<file path="src/rtl/lab2_sweep.sv">
// Sequential vector sweeper for the 3-input truth-table stage: drives x through 0..7,
// samples z/error after a settle time and reports the table. Optional macro: LAB2_SWEEP_LOCAL_CHECK_EN.
module lab2_sweep #(
    parameter int unsigned SETTLE = 1,
    parameter logic [7:0]  TRUTH  = 8'b00111001
) (
    input  logic       clock,
    input  logic       reset,
    input  logic       start,
    input  logic       z_in,
    input  logic       err_in,
    output logic [2:0] x,
    output logic       busy,
    output logic       done,
    output logic [7:0] captured,
    output logic [3:0] err_count,
    output logic       pass
);

    typedef enum logic [1:0] {
        ST_IDLE,
        ST_SETTLE,
        ST_SAMPLE,
        ST_DONE
    } state_t;

    localparam logic [7:0] RELOAD = 8'(SETTLE - 1);

    state_t     state_q, state_d;
    logic [2:0] x_q, x_d;
    logic [7:0] cnt_q, cnt_d;
    logic [7:0] captured_q, captured_d;
    logic [3:0] errCount_q, errCount_d;
    logic       pass_q, pass_d;
    logic       done_q, done_d;
    logic       busy_q, busy_d;
    logic       mismatch;

`ifdef LAB2_SWEEP_LOCAL_CHECK_EN
    // Local comparison also catches a stage whose own error output is stuck low.
    assign mismatch = err_in | (z_in != TRUTH[x_q]);
`else
    assign mismatch = err_in;
`endif

    always_ff @(posedge clock or posedge reset) begin
        if (reset) begin
            state_q <= ST_IDLE;
        end else begin
            state_q <= state_d;
        end
    end

    always_comb begin
        state_d = state_q;
        case (state_q)
            ST_IDLE:   if (start) state_d = ST_SETTLE;
            ST_SETTLE: if (cnt_q == 8'd0) state_d = ST_SAMPLE;
            ST_SAMPLE: state_d = (x_q == 3'd7) ? ST_DONE : ST_SETTLE;
            ST_DONE:   state_d = ST_IDLE;
            default:   state_d = ST_IDLE;
        endcase
    end

    // Done is registered on the edge leaving DONE, so it pulses the cycle after that state.
    always_comb begin
        x_d        = x_q;
        cnt_d      = cnt_q;
        captured_d = captured_q;
        errCount_d = errCount_q;
        pass_d     = pass_q;
        done_d     = 1'b0;
        case (state_q)
            ST_IDLE: begin
                x_d = 3'd0;
                if (start) begin
                    captured_d = 8'd0;
                    errCount_d = 4'd0;
                    pass_d     = 1'b0;
                    cnt_d      = RELOAD;
                end
            end
            ST_SETTLE: begin
                if (cnt_q != 8'd0) cnt_d = cnt_q - 8'd1;
            end
            ST_SAMPLE: begin
                captured_d[x_q] = z_in;
                if (mismatch) errCount_d = errCount_q + 4'd1;
                if (x_q != 3'd7) begin
                    x_d   = x_q + 3'd1;
                    cnt_d = RELOAD;
                end
            end
            ST_DONE: begin
                done_d = 1'b1;
                pass_d = (errCount_q == 4'd0) && (captured_q == TRUTH);
                x_d    = 3'd0;
            end
            default: x_d = 3'd0;
        endcase
        busy_d = (state_d == ST_SETTLE) || (state_d == ST_SAMPLE);
    end

    always_ff @(posedge clock or posedge reset) begin
        if (reset) begin
            x_q        <= 3'd0;
            cnt_q      <= 8'd0;
            captured_q <= 8'd0;
            errCount_q <= 4'd0;
            pass_q     <= 1'b0;
            done_q     <= 1'b0;
            busy_q     <= 1'b0;
        end else begin
            x_q        <= x_d;
            cnt_q      <= cnt_d;
            captured_q <= captured_d;
            errCount_q <= errCount_d;
            pass_q     <= pass_d;
            done_q     <= done_d;
            busy_q     <= busy_d;
        end
    end

    assign x         = x_q;
    assign busy      = busy_q;
    assign done      = done_q;
    assign captured  = captured_q;
    assign err_count = errCount_q;
    assign pass      = pass_q;

endmodule

</file>
<file path="config.mk">
export PLATFORM = sky130hd
export DESIGN_NAME = lab2_sweep
export DESIGN_NICKNAME = d
export VERILOG_FILES = /design/src/rtl/lab2_sweep.sv
export SDC_FILE = /design/constraint.sdc
export NUM_CORES = 1
export LEC_CHECK = 0
export CORE_ASPECT_RATIO = 1.5
export CORE_MARGIN = 5
export CORE_UTILIZATION = 59
export DETAILED_ROUTE_END_ITERATION = 7
export DONT_BUFFER_PORTS = 1
export GPL_ROUTABILITY_DRIVEN = 0
export PLACE_DENSITY = 0.75
export SETUP_SLACK_MARGIN = 0.15
export SYNTH_ARGS = -nofsm -noshare
export SYNTH_HDL_FRONTEND = slang
export SYNTH_SLANG_ARGS = --single-unit
</file>
<file path="constraint.sdc">
create_clock -name clock -period 3.1 [get_ports clock]
set_input_delay 0.155 -clock clock [delete_from_list [all_inputs] [get_ports clock]]
set_output_delay 0.155 -clock clock [all_outputs]
set_load 0.02 [all_outputs]
</file>
### After elaboration in Yosys (flattened, before gate mapping)

Index checks and enable logic that the tools add are counted.

| operators by class | value |
|---|---|
| $add $sub $neg | 3 |
| $mul | 0 |
| div/mod/pow operators | 0 |
| magnitude comparators | 2 |
| eq/ne operators | 12 |
| shift operators | 0 |
| multiplexer cells | 20 |
| bitwise operators | 0 |
| reduce and logical (&&, ||, !) cells | 17 |

Operators with widths:

| kind | count |
|---|---|
| two-way mux 8 bit | 3 |
| one-hot mux 8 bit (3 select lines) | 1 |
| one-hot mux 8 bit (2 select lines) | 1 |
| bitwise mux 8 bit | 1 |
| == test 8 x 6 -> 1 bit, second input constant | 1 |
| zero test 8 bit | 1 |
| two-way mux 4 bit | 2 |
| != test 2 bit, second input constant | 4 |
| one-hot mux 2 bit (4 select lines) | 1 |
| one-hot mux 4 bit (2 select lines) | 1 |
| nonzero test 8 bit | 1 |
| subtractor 8 x 1 -> 8 bit, second input constant | 1 |
| == test 2 bit, second input constant | 3 |
| two-way mux 2 bit | 3 |
| one-hot mux 3 bit (2 select lines) | 1 |
| AND reduction 2 bit | 3 |
| nonzero test 2 bit | 3 |
| adder 4 x 1 -> 4 bit, second input constant | 1 |
| == test 2 x 1 -> 1 bit, second input constant | 2 |
| zero test 4 bit | 1 |
| less-than comparator 3 x 4 -> 1 bit, second input constant | 1 |
| AND reduction 4 bit | 1 |
| adder 3 x 1 -> 3 bit, second input constant | 1 |
| demux 1 bit (select 3 bit) | 1 |
| 12 further kinds | 15 |

| word-level totals | value |
|---|---|
| flip-flop bits (word level) | 28 |
| latch bits | 0 |
| memory bits (writable) | 0 |
| ROM bits | 0 |
| input port bits | 5 |
| output and inout port bits | 18 |
| memories | 0 |

### Logic depth before layout (Yosys ltp)

| depth | value |
|---|---|
| depth after elaboration | 6 |
| mapped depth | 8 |
| depth with buffers taken out | 6 |

### Worst setup path before layout

Ideal clock, no wire load.

| timing path | value |
|---|---|
| path kind | reg-to-reg |
| from | register cnt_q[0] |
| to | register busy_q (netlist: busy) |
| library setup time | 0.082 ns |
| data arrival time | 1.781 ns |
| path slack | 1.237 ns |
| stages on the path, launching flop included | 8 |
| path buffers | 1 |
| cell sequence | dfrtp_1 inv_1 ha_1 or3b_1 clkbuf_1 or3_1 a211o_1 a22oi_2 |

| between the ends | value |
|---|---|
| word-level cells in the longest chain between the ends | 5 |
| elaborated cells between the ends (all ways) | 6 |
| classes of those cells | 2 x eq/ne; 2 x mux; 2 x reduce/logical |

RTL lines:

| element | line | text |
|---|---|---|
| start: declaration | 31 | `logic [7:0] cnt_q, cnt_d;` |
| start signal: assignment | 115 | `cnt_q <= cnt_d;` |
| zero test 8 bit * | 58 | `ST_SETTLE: if (cnt_q == 8'd0) state_d = ST_SAMPLE;` |
| two-way mux 2 bit * | 58 |  |
| one-hot mux 2 bit (4 select lines) * | 56 | `case (state_q)` |
| == test 2 x 1 -> 1 bit / == test 2 bit (equally long branches) | 101 | `busy_d = (state_d == ST_SETTLE) \|\| (state_d == ST_SAMPLE);` |
| logical OR 1 bit * | 101 |  |
| via busy_d | 36 | `logic busy_q, busy_d;` |
| end signal: assignment | 120 | `busy_q <= busy_d;` |
| end: declaration | 36 |  |

Mark *: on every way through the listed nets, which the timed path passes. The rest lies on a longest branch.
A chain may end at the register's enable or synchronous reset.

### Worst setup path after layout

| timing path | value |
|---|---|
| from | register state_q[0] |
| to | register busy_q (netlist: busy) |

| between the ends | value |
|---|---|
| word-level cells in the longest chain between the ends | 4 |
| elaborated cells between the ends (all ways) | 10 |
| classes of those cells | 5 x eq/ne; 3 x mux; 2 x reduce/logical |

RTL lines:

| element | line | text |
|---|---|---|
| start: declaration | 29 | `state_t state_q, state_d;` |
| start signal: assignment | 50 | `state_q <= state_d;` |
| == test 2 bit, or another cell as far along | 56 |  |
| one-hot mux 2 bit (4 select lines) * | 56 |  |
| == test 2 x 1 -> 1 bit / == test 2 bit (equally long branches) | 101 |  |
| logical OR 1 bit * | 101 |  |
| via busy_d | 36 |  |

Marked as above.

==> reports/results.txt <==
Post-layout min period = 2.261 ns
Initial Util = 60.09%
Crit share post-route = 72.93%
R2r endpoint = busy$_DFF_PP0_
Status = complete, no violations
Die ar. = 0.004106 sq mm
Number of port buffers = 0
Worst r2r path cells = 6
Total GRT Usage = 19.87%
Vias/cell = 6.410
Max-slew violation count = 0
Reg clk slew, reported paths = 0.09 ns
CTS Buf Count = 3
Worst min path class = input pin to async pin
Synth Area in Compound Gates = 23.65%
Fin Clk Skew = 0.003350 ns
Post-synth EDFFs = 0
Flop2flop setup slack = 0.84 ns
Initial antenna violation count = 0
Final non-filler cell total = 227
Grt ovf = 0
Die width = 54.01 um
Syn nets = 211
Peak supply drop = 0.4495 mV
Clock Latency Late Sink = 0.27 ns
FF+latch count, synth = 28
# DRC = 0
Ys flop type = dfrtp_1
WS Path Type = flop to flop
Clk sinks = 28
Max-slew headroom = 31.64%
CP Launch Type = flop
Vias in the first global route = 1483
Post-Synth XOR/XNOR Area = 0.5109%
Placed cells = 224
Power, Total = 1.586 mW
Min setup slack post-route = 0.8392 ns
Synth Area in Adders = 8.759%
Pre-CTS WS = 0.9109 ns
Crit path capture type = flop
Htree depth = 1
CTS Buffer Depth = 2
Area grow syn2layout = 3.139%
Worst hold slack = 0.01147 ns
Slew @ Worst Pin = 1.024 ns
Clock root cell = clkbuf_8
Final setup TNS = 0 ns
Gate count of the mapped netlist = 194
Share of post-route cells with drive strength above 1 = 3.191%
Req. time, crit path = 3.24 ns
Async SR Flop Fraction = 100.0%
Most common library cell in the layout ignoring fill and taps = o21ai_0
# IOs = 23
DP HPWL = 2.810 mm
Main combinational cell family by area after synthesis = compound AO/OA/AOI/OAI gates
Pwr dens = 896.9 mW/mm^2
Core ar. = 0.002853 sq mm
# fillers = 242
CTS tree = built
Synth Warn # = 0
Final layout net count = 207
Post-CTS setup buffers = 0
N_diodes = 0
Critical path startpoint = state_q[0]$_DFF_PP0_
WP data arrival = 2.41 ns
Post-synthesis cell area = 0.001714 sq mm
First-pass GRT wire length = 6.327 mm
RR Startpoint = state_q[0]$_DFF_PP0_
Vias post-DR = 1455
Die H = 76.02 um
Hold-fix buffers at CTS = 0
Proportion of synthesized area in mux cells = 1.752%
Mean routed wirelength per cell = 16.89 um
Row cnt = 24
Final ANT Viol Nets = 0
Synth unique cells = 42
Final setup fails = 0
Post-Synth Simple-Gate Area = 19.05%
Achievable frequency = 0.4423 GHz
Most frequent cells in the layout = 29 x o21ai_0, 28 x dfrtp_1, 15 x inv_1
# resized after CTS = 0
Seq/Total Area, Yosys = 40.88%
Initial drt markers = 66
DRT Pass-1 Iters = 4
Final wirelength = 3.834 mm
RSZ-0062 raised after global routing = no
Final Hold Vio Count = 0
Critical path peak fanout = 17
Pleak = 0.7595 nW
Max-Cap Viols = 0
Mean Syn Cell Area = 8.836 sq um
Largest net degree at the start of global routing = 29
[report_power, final]
part	internal (mW)	switching [mW]	total (mW)
Clock	0.0872	0.106	0.193
Sequential	0.442	0.122	0.564
Combinational	0.312	0.517	0.829
Total	0.840	0.745	1.59
[worst max path at each step]
stage	endpoint
after floorplan	busy$_DFF_PP0_
after global placement	cnt_q[2]$_DFFE_PP0P_
after detailed placement	cnt_q[4]$_DFFE_PP0P_
after CTS	cnt_q[4]$_DFFE_PP0P_
after global routing	busy$_DFF_PP0_
final	busy$_DFF_PP0_
[layout make-up]
| class | count | area (sq um) | area share, % |
|---|---|---|---|
| Clock buffer | 3 | 41.29 | 2.335 |
| Inverter | 15 | 56.30 | 3.185 |
| Multi-Input combinational cell | 142 | 920.9 | 52.09 |
| Sequential cell | 28 | 700.7 | 39.63 |
| Tap cell | 39 | 48.80 | 2.760 |
[critical path, cell delays in order (launching register included)]
cell and delay (ns):
dfrtp_1 0.46, inv_1 0.13, ha_1 0.55, inv_1 0.35, o21ai_0 0.38, xnor2_1 0.19, a22oi_2 0.07
[cell usage after synthesis, types with 3 or more instances]
| cell | instances | area share (%) |
|---|---|---|
| o21ai_0 | 29 | 8.5 |
| dfrtp_1 | 28 | 41 |
| inv_1 | 15 | 3.3 |
| nand2_1 | 14 | 3.1 |
| ha_1 | 12 | 8.8 |
| a21oi_1 | 10 | 2.9 |
| nand3_1 | 10 | 2.9 |
| clkbuf_1 | 7 | 1.5 |
| nor2_1 | 7 | 1.5 |
| a22o_1 | 5 | 2.6 |
| nor3_1 | 5 | 1.5 |
| nand4_1 | 4 | 1.5 |
| a31oi_1 | 3 | 1.1 |
| mux2i_1 | 3 | 1.8 |
| nand2b_1 | 3 | 1.1 |
| o21ai_1 | 3 | 0.88 |
| or3_1 | 3 | 1.1 |
[per-stage QoR]
step | util [%] | instance area, sq um
2_1_floorplan | - | 1714
3_3_place_gp | 60.53 | 1727
3_5_place_dp | 60.53 | 1727
4_1_cts | 61.97 | 1768
5_1_grt | 61.97 | 1768
6_report | 61.97 | 1768
[sequential cells by signal (all words and copies together), names as in the netlist]
register,cells
captured,8
cnt_q,8
err_count,4
x,3
state_q,2
busy,1
done,1
pass,1
[routing by layer]
metal	vias to the layer above	GRT usage (%)	wire length, um
li1	697	-	-
met1	699	20.76	1508
met2	51	34.95	2011
met3	8	4.697	242
met4	0	9.726	71
met5	-	0	0
[logic make-up (layout without fill, tap and decap cells)]
family,Yosys count,after routing
compound gates,66,66
xor+xnor,1,1
fa+ha+maj,12,12
buf+inv,24,18
flops,28,28
mux,3,3
simple gates,60,60
(Power assumes the default switching activity.)
